==> src/rtl/host_stream_ctrl.sv <==
// host_stream_ctrl
//   Byte-level sequencer between the UART and the MAC compute engine.
//   After reset/reload the first NUM_WEIGHTS received bytes are written to
//   the weight buffer. Every byte after that is a pixel that starts one
//   compute. The result is saturated to 8 bits and sent to the UART
//   transmitter. Bytes arriving while a pixel is in flight are dropped and
//   raise a sticky overrun flag.
// Ports
//   clk, reset_n              : clock, async active-low reset
//   rx_valid, rx_data         : received byte strobe and data
//   reload                    : restart the weight load
//   w_we, w_addr, w_data      : weight buffer write port (registered)
//   px_valid, px_data         : pixel strobe to the compute engine
//   res_valid, res_data       : compute result from the engine
//   tx_start, tx_data, tx_busy: UART transmitter handshake
//   weights_loaded, overrun   : status flags
//   state_o                   : current FSM state (debug)
module host_stream_ctrl #(
  parameter int NUM_WEIGHTS = 64,
  parameter int ADDR_W      = 6,
  parameter int RES_W       = 16
) (
  input  logic              clk,
  input  logic              reset_n,
  input  logic              rx_valid,
  input  logic [7:0]        rx_data,
  input  logic              reload,
  output logic              w_we,
  output logic [ADDR_W-1:0] w_addr,
  output logic [7:0]        w_data,
  output logic              px_valid,
  output logic [7:0]        px_data,
  input  logic              res_valid,
  input  logic [RES_W-1:0]  res_data,
  output logic              tx_start,
  output logic [7:0]        tx_data,
  input  logic              tx_busy,
  output logic              weights_loaded,
  output logic              overrun,
  output logic [2:0]        state_o
);

  typedef enum logic [2:0] {
    LOAD_W  = 3'd0,
    IDLE    = 3'd1,
    COMPUTE = 3'd2,
    SEND    = 3'd3,
    WAIT_TX = 3'd4
  } state_e;

  localparam logic [ADDR_W-1:0] LAST_ADDR = ADDR_W'(NUM_WEIGHTS - 1);
  localparam logic [RES_W-1:0]  SAT_MAX   = RES_W'(255);

  state_e            state_q, state_d;
  logic [ADDR_W-1:0] cnt_q, cnt_d;
  logic              w_we_q, w_we_d;
  logic [ADDR_W-1:0] w_addr_q, w_addr_d;
  logic [7:0]        w_data_q, w_data_d;
  logic              px_valid_q, px_valid_d;
  logic [7:0]        px_data_q, px_data_d;
  logic              tx_start_q, tx_start_d;
  logic [7:0]        tx_data_q, tx_data_d;
  logic              loaded_q, loaded_d;
  logic              ovr_q, ovr_d;
  // WAIT_TX must see the transmitter go busy before it may see it go idle,
  // because tx_busy only rises the cycle after tx_start.
  logic              busy_seen_q, busy_seen_d;

  always_comb begin
    state_d     = state_q;
    cnt_d       = cnt_q;
    w_we_d      = 1'b0;
    w_addr_d    = w_addr_q;
    w_data_d    = w_data_q;
    px_valid_d  = 1'b0;
    px_data_d   = px_data_q;
    tx_start_d  = 1'b0;
    tx_data_d   = tx_data_q;
    loaded_d    = loaded_q;
    ovr_d       = ovr_q;
    busy_seen_d = busy_seen_q;

    if (reload) begin
      // Wins over everything, including a byte in the same cycle; the
      // pulse defaults above suppress any pending px/tx strobe.
      state_d     = LOAD_W;
      cnt_d       = '0;
      loaded_d    = 1'b0;
      ovr_d       = 1'b0;
      busy_seen_d = 1'b0;
    end else begin
      case (state_q)
        LOAD_W: if (rx_valid) begin
          w_we_d   = 1'b1;
          w_addr_d = cnt_q;
          w_data_d = rx_data;
          if (cnt_q == LAST_ADDR) begin
            cnt_d    = '0;
            loaded_d = 1'b1;
            state_d  = IDLE;
          end else begin
            cnt_d = cnt_q + 1'b1;
          end
        end
        IDLE: if (rx_valid) begin
          px_valid_d = 1'b1;
          px_data_d  = rx_data;
          state_d    = COMPUTE;
        end
        COMPUTE: if (res_valid) begin
          tx_data_d = (res_data > SAT_MAX) ? 8'hFF : res_data[7:0];
          state_d   = SEND;
        end
        SEND: if (!tx_busy) begin
          tx_start_d  = 1'b1;
          busy_seen_d = 1'b0;
          state_d     = WAIT_TX;
        end
        WAIT_TX: begin
          if (tx_busy)               busy_seen_d = 1'b1;
          else if (busy_seen_q)      state_d     = IDLE;
        end
        default: state_d = LOAD_W;
      endcase

      if (rx_valid && (state_q == COMPUTE || state_q == SEND || state_q == WAIT_TX))
        ovr_d = 1'b1;
    end
  end

  always_ff @(posedge clk or negedge reset_n) begin
    if (!reset_n) begin
      state_q     <= LOAD_W;
      cnt_q       <= '0;
      w_we_q      <= 1'b0;
      w_addr_q    <= '0;
      w_data_q    <= '0;
      px_valid_q  <= 1'b0;
      px_data_q   <= '0;
      tx_start_q  <= 1'b0;
      tx_data_q   <= '0;
      loaded_q    <= 1'b0;
      ovr_q       <= 1'b0;
      busy_seen_q <= 1'b0;
    end else begin
      state_q     <= state_d;
      cnt_q       <= cnt_d;
      w_we_q      <= w_we_d;
      w_addr_q    <= w_addr_d;
      w_data_q    <= w_data_d;
      px_valid_q  <= px_valid_d;
      px_data_q   <= px_data_d;
      tx_start_q  <= tx_start_d;
      tx_data_q   <= tx_data_d;
      loaded_q    <= loaded_d;
      ovr_q       <= ovr_d;
      busy_seen_q <= busy_seen_d;
    end
  end

  assign w_we           = w_we_q;
  assign w_addr         = w_addr_q;
  assign w_data         = w_data_q;
  assign px_valid       = px_valid_q;
  assign px_data        = px_data_q;
  assign tx_start       = tx_start_q;
  assign tx_data        = tx_data_q;
  assign weights_loaded = loaded_q;
  assign overrun        = ovr_q;
  assign state_o        = state_q;

endmodule

==> config.mk <==
export PLATFORM = sky130hd
export DESIGN_NAME = host_stream_ctrl
export DESIGN_NICKNAME = d
export VERILOG_FILES = /design/src/rtl/host_stream_ctrl.sv
export SDC_FILE = /design/constraint.sdc
export NUM_CORES = 1
export LEC_CHECK = 0
export ABC_CLOCK_PERIOD_IN_PS = 1500
export BUFFER_PORTS_ARGS = -buffer_cell sky130_fd_sc_hd__buf_2
export CORE_MARGIN = 4
export CORE_UTILIZATION = 44
export CTS_BUF_LIST = sky130_fd_sc_hd__clkbuf_16
export CTS_CLUSTER_SIZE = 25
export DETAILED_ROUTE_END_ITERATION = 8
export PLACE_DENSITY = 0.8
export SLEW_MARGIN = 20
export SYNTH_ARGS = -nofsm -noshare
export SYNTH_HDL_FRONTEND = slang
export SYNTH_SLANG_ARGS = --single-unit
==> constraint.sdc <==
create_clock -name clk -period 1.5 [get_ports clk]
set_input_delay 0.15 -clock clk [delete_from_list [all_inputs] [get_ports clk]]
set_output_delay 0.15 -clock clk [all_outputs]
set_load 0.05 [all_outputs]
# Word level (Yosys, flattened, before mapping)
# Index checks and enable logic that the tools add are counted.
[word_totals]
elab_cells = 76
in_bits = 30
out_inout_bits = 38
ff_bits = 45
[classes]
eq_ne = 13
reduce_logical = 16
add_sub_neg = 1
magnitude_cmp = 1
mux = 32
bitwise = 1
[ops]
columns = ["cell", "count"]
rows = [
  ["$mux W3", 8],
  ["$mux W6", 4],
  ["$ne A3 B3 Y1 const B", 8],
  ["$mux W1", 17],
  ["$gt A16 B8 Y1 const B", 1],
  ["$pmux W3 S5", 1],
  ["$reduce_and A3 Y1", 5],
  ["$mux W8", 1],
  ["$reduce_bool A2 Y1", 4],
  ["$reduce_and A7 Y1", 1],
  ["$add A6 B1 Y6 const B", 1],
  ["$eq A3 B2 Y1 const B", 2],
  ["$eq A6 B6 Y1 const B", 1],
  ["$eq A3 B1 Y1 const B", 1],
  ["$eq A3 B3 Y1 const B", 1],
  ["$logic_not A3 Y1", 1],
  ["$reduce_bool A3 Y1", 1],
  ["$logic_or A1 B1 Y1", 2],
  ["$pmux W1 S2", 1],
  ["$reduce_and A2 Y1", 1],
  ["$logic_and A1 B1 Y1", 1],
  ["$not A1 Y1", 1],
]

# Logic depth before layout (Yosys ltp)
[depth]
word_depth = 6
mapped_depth = 6

# Least setup slack after synthesis
# OpenSTA, ideal clock, no wires.
[synth_path]
path_type = "reg2reg"
from = "register state_q[1] (netlist: state_o[1])"
to = "register tx_data_q[0] (netlist: tx_data[0])"
synth_period_minus_slack_ps = 1827
path_stages_with_launch = 7
setup_time_ps = 121
required_ps = 1379
t_arrival_ps = 1706
slack_ps = -327
path_cell_list = "dfrtp_1 -> buf_4 -> nor4b_2 -> and2_1 -> buf_4 -> nand3_2 -> o22a_1"
[synth_via]
elab_chain_cells = 2
[synth_rtl]
columns = ["element", "line", "text"]
rows = [
  ["from (decl)", "54", "state_e state_q, state_d;"],
  ["from (signal assigned)", "146", "state_q <= state_d;"],
  ["$eq A3 B2 Y1", "92", "case (state_q)"],
  ["$reduce_and A3 Y1 (no line)", "n/a", ""],
  ["to (signal assigned)", "154", "tx_data_q <= tx_data_d;"],
  ["to (decl)", "62", "logic [7:0] tx_data_q, tx_data_d;"],
]
# No other way between the ends.
# A chain may end at the register's enable or synchronous reset.

# Worst setup path in the final report
[layout_path]
from = "register state_q[2] (netlist: state_o[2])"
to = "register w_data_q[6] (netlist: w_data[6])"
[layout_via]
elab_chain_cells = 2
[layout_rtl]
columns = ["element", "line", "text"]
rows = [
  ["$logic_not A3 Y1", "92", ""],
  ["$reduce_and A3 Y1 (no line)", "n/a", ""],
  ["to (signal assigned)", "150", "w_data_q <= w_data_d;"],
  ["to (decl)", "58", "logic [7:0] w_data_q, w_data_d;"],
]
# No other way between the ends.

==> metrics.yaml <==
sta:
  hold_viol_final: 0
  tns_ns: -0.5063
  fmax_ghz: 0.6472
  rsz0062_at_grt: "yes"
  finalMaxSlewViolations: 0
  post-route-period-util_pct: 103.0
  worst_pin_slew_ns: 0.4897
  worst_slack_ns: -0.04503
  hold_slack_ns: 0.06614
  slew_headroom_pct: 67.05
  period_minus_slack_ns: 1.545
  clock_skew_ns: 0.003373
  finalSetupViolCount: 16
worst_setup_path:
  end_kind: "flip-flop"
  arrival_ns: 1.71
  critical_path_buf_inv_count: 2
  cp_top_family: "flip-flops"
  cp_max_fo: 15
  cpMostUsedCell: "buf_12"
  path_cells: "buf_12, nor2_8, nand3_4, nor2_4, buf_12, mux2_1"
  cp.required_ns: 1.67
  critical_path_class: "flip-flop to flip-flop"
  cpMaxStageDelayCell: "dfrtp_2"
  start_kind: "flip-flop"
  slowest_delay_ns: 0.45
clocking:
  clock-sinks: 45
  insertion_delay_ns: 0.29
  cts_buffers: 5
  cts_tree: "built"
  htree_levels: 2
  cts_root_buf: "clkbuf_16"
  path_clk_slew_ns: 0.06
  clock_path_buffers: 2
die:
  die_y_um: 74.71
  dieArea_mm2: 0.005582
  rows: 23
  core-area_mm2: 0.004144
  ioPinCount: 68
  die_w_um: 74.71
  start_util_pct: 47.25
synthesis:
  syn_avg_cell_area_um2: 12.01
  syn-num-nets: 194
  synth_cell_types: 41
  synthesis.area_mm2: 0.001958
  netlist_instances: 163
  yosys_register_bits: 45
  ys_warn_count: 0
  yosysSeqAreaShare_pct: 57.51
cells_and_area:
  drive_gt1_share_pct: 50.38
  nFillCells: 324
  final_cell_area_mm2: 0.002796
  antenna_cells: 0
  syn2layout_area_growth_pct: 42.81
  num-nets-final: 292
power:
  irDropWorstVdd_mv: 1.490
  combPwrFrac_pct: 49.7
  powerDensity_mw_per_mm2: 2057
  power_switching_mw: 2.628
  p_int_mw: 3.123
  power_mw: 5.751
  p_seq_share_pct: 31.7
  swShare_pct: 45.70
  clkPwrFrac_pct: 18.6
  p_leak_nw: 1.424
global_routing:
  grt_max_degree: 46
  grt_pass1_vias: 1676
  antenna_found_initial: 0
  grt_pass1_wl_mm: 7.521
  grt_overflow: 0
  grt_use_total_pct: 18.04
placement:
  dp_hpwl_mm: 3.396
  post-place-ws_ns: -0.1471
  globalplace.congestion: 0.8907
  post_dp_cell_area_mm2: 0.002544
  io_buffers: 67
routing:
  post_drt_wl_per_cell_um: 14.96
  viasPerCell: 5.054
  route.detailed.drc: 0
  drt_iter0_markers: 52
  ant_nets: 0
  drt-total-wl_mm: 4.669
  dr_total_vias: 1577
  drt_pre_antenna_iters: 4
run:
  drv_cap: 0
status:
  status: "complete, but fails checks"
  violations: "negative setup slack"
worst_hold_path:
  hold_class: "primary input to flip-flop"
==> state kept, by name, indices dropped and copies added, names as in the netlist <==
name            cells
px_data             8
tx_data             8
w_data              8
cnt_q               6
w_addr              6
state_o             3
busy_seen_q         1
overrun             1
px_valid            1
tx_start            1
w_we                1
weights_loaded      1
==> metrics by stage <==
stage          utilization (%)  cells
2_1_floorplan                -    163
3_3_place_gp             61.38    300
3_5_place_dp             61.38    300
4_1_cts                  66.27    311
5_1_grt                  67.48    312
6_report                 67.48    312
==> per-layer routing <==
layer / share of wire [%] / vias to the layer above / global-route usage [%]
li1: - / 763 / -
met1: 41 / 742 / 20.69
met2: 47 / 60 / 29.76
met3: 8.8 / 12 / 6.542
met4: 2.6 / 0 / 9.091
met5: 0 / - / 0
==> cells in the mapped netlist <==
cell / number / area [µm²]
o21ai_0: 4 / 20.02
and2b_4: 1 / 10.01
nor4b_1: 1 / 8.760
xor2_1: 2 / 17.52
or3_1: 1 / 6.260
nor4b_4: 1 / 23.77
a31oi_1: 1 / 6.260
inv_2: 1 / 3.750
mux2_1: 10 / 112.6
nand3_4: 1 / 17.52
nor2_1: 9 / 33.78
buf_4: 3 / 22.52
xnor2_1: 1 / 8.760
nand2b_1: 1 / 6.260
a211oi_1: 1 / 7.510
nand2_1: 32 / 120.1
nor4b_2: 1 / 15.01
or4b_1: 1 / 10.01
nor2b_1: 2 / 12.51
nor4_1: 2 / 12.51
ha_1: 1 / 12.51
and3_1: 2 / 12.51
dfrtp_1: 45 / 1126
buf_6: 2 / 22.52
nor3b_2: 1 / 12.51
o2111ai_1: 2 / 17.52
nor3b_1: 1 / 7.510
o22a_1: 8 / 70.07
nor2_4: 1 / 11.26
and2_1: 1 / 6.260
a21o_1: 2 / 15.01
clkbuf_1: 1 / 3.750
nand3b_1: 1 / 7.510
nand4_1: 1 / 6.260
mux2_2: 5 / 56.30
inv_1: 2 / 7.510
a21oi_1: 6 / 30.03
and3b_1: 1 / 8.760
nand3_2: 2 / 20.02
nor2_8: 1 / 20.02
o21ai_2: 1 / 8.760
==> path summary, 6_finish.rpt <==
check | startpoint | endpoint | slack (ns) | depth (start not counted)
worst max-delay path | state_o[2] | w_data[6] | -0.05 | 6
worst min-delay path | rx_data[3] | px_data[3] | 0.07 | 3
worst max register to register | state_o[2] | w_data[6] | -0.05 | 6
worst min register to register | px_data[3] | px_data[3] | 0.48 | 2
max in group asynchronous | reset_n | state_o[1] | 0.90 | 3
min in group asynchronous | reset_n | w_addr[4] | 0.37 | 3
==> layout make-up <==
| cell class | count | area (µm²) | share of cell area [%] |
|---|---|---|---|
| clock buffer | 5 | 125.1 | 4.474 |
| clock inverter | 3 | 21.27 | 0.7606 |
| inverter | 3 | 11.26 | 0.4027 |
| multi-input combinational | 109 | 830.8 | 29.71 |
| sequential | 45 | 1130 | 40.40 |
| tap | 50 | 62.56 | 2.237 |
| timing repair buffer | 97 | 615.6 | 22.01 |
==> placed cells by master (no fill, tap or decap), types with 2 or more instances in the layout <==
cell type	instances
a21o_1	2
a21oi_1	5
buf_12	3
buf_2	67
buf_4	22
buf_6	4
clkbuf_16	5
dfrtp_1	42
dfrtp_2	3
inv_1	2
mux2_1	8
mux2_2	5
mux2_4	2
nand2_1	31
nand3_4	2
nor2_1	9
nor4_1	2
nor4b_4	2
o21ai_0	3
o22a_1	8
xor2_1	2
==> timing repair <==
item / 4_1_cts / 5_1_grt
hold buffers: 1 / 0
setup buffers: 2 / 1
resized for setup: 9 / 9
endpoints found under the setup margin: 23 / 32
pin swaps: 5 / 8
hold endpoints to repair: 45 / 0
==> logic make-up (layout without fill, tap and decap cells) <==
logic type / count (synthesis) / count (layout) / synth area share (%)
simple gates: 65 / 65 / 19.87
mux: 15 / 15 / 8.626
buf+inv: 9 / 108 / 3.067
fa+ha+maj: 1 / 1 / 0.6389
flops: 45 / 45 / 57.51
xor+xnor: 3 / 3 / 1.342
compound gates: 25 / 25 / 8.946
==> power by group through the flow <==
stage / Sequential (mW) / Combinational, mW / Clock [mW]
6_report: 1.82 / 2.86 / 1.07
3_5_place_dp: 1.83 / 2.79 / 0
2_1_floorplan: 3.14 / 0.699 / 0
3_3_place_gp: 1.81 / 2.73 / 0
5_1_grt: 1.87 / 3.00 / 1.16
4_1_cts: 1.82 / 2.84 / 1.10
==> tightest hold or removal path: cells and delay by family <==
kind	cells	cell delay [ns]
and+or+nand+nor	2	0.08
buffers and inverters	1	0.08
Note: power is estimated with default switching activity, not from simulation.
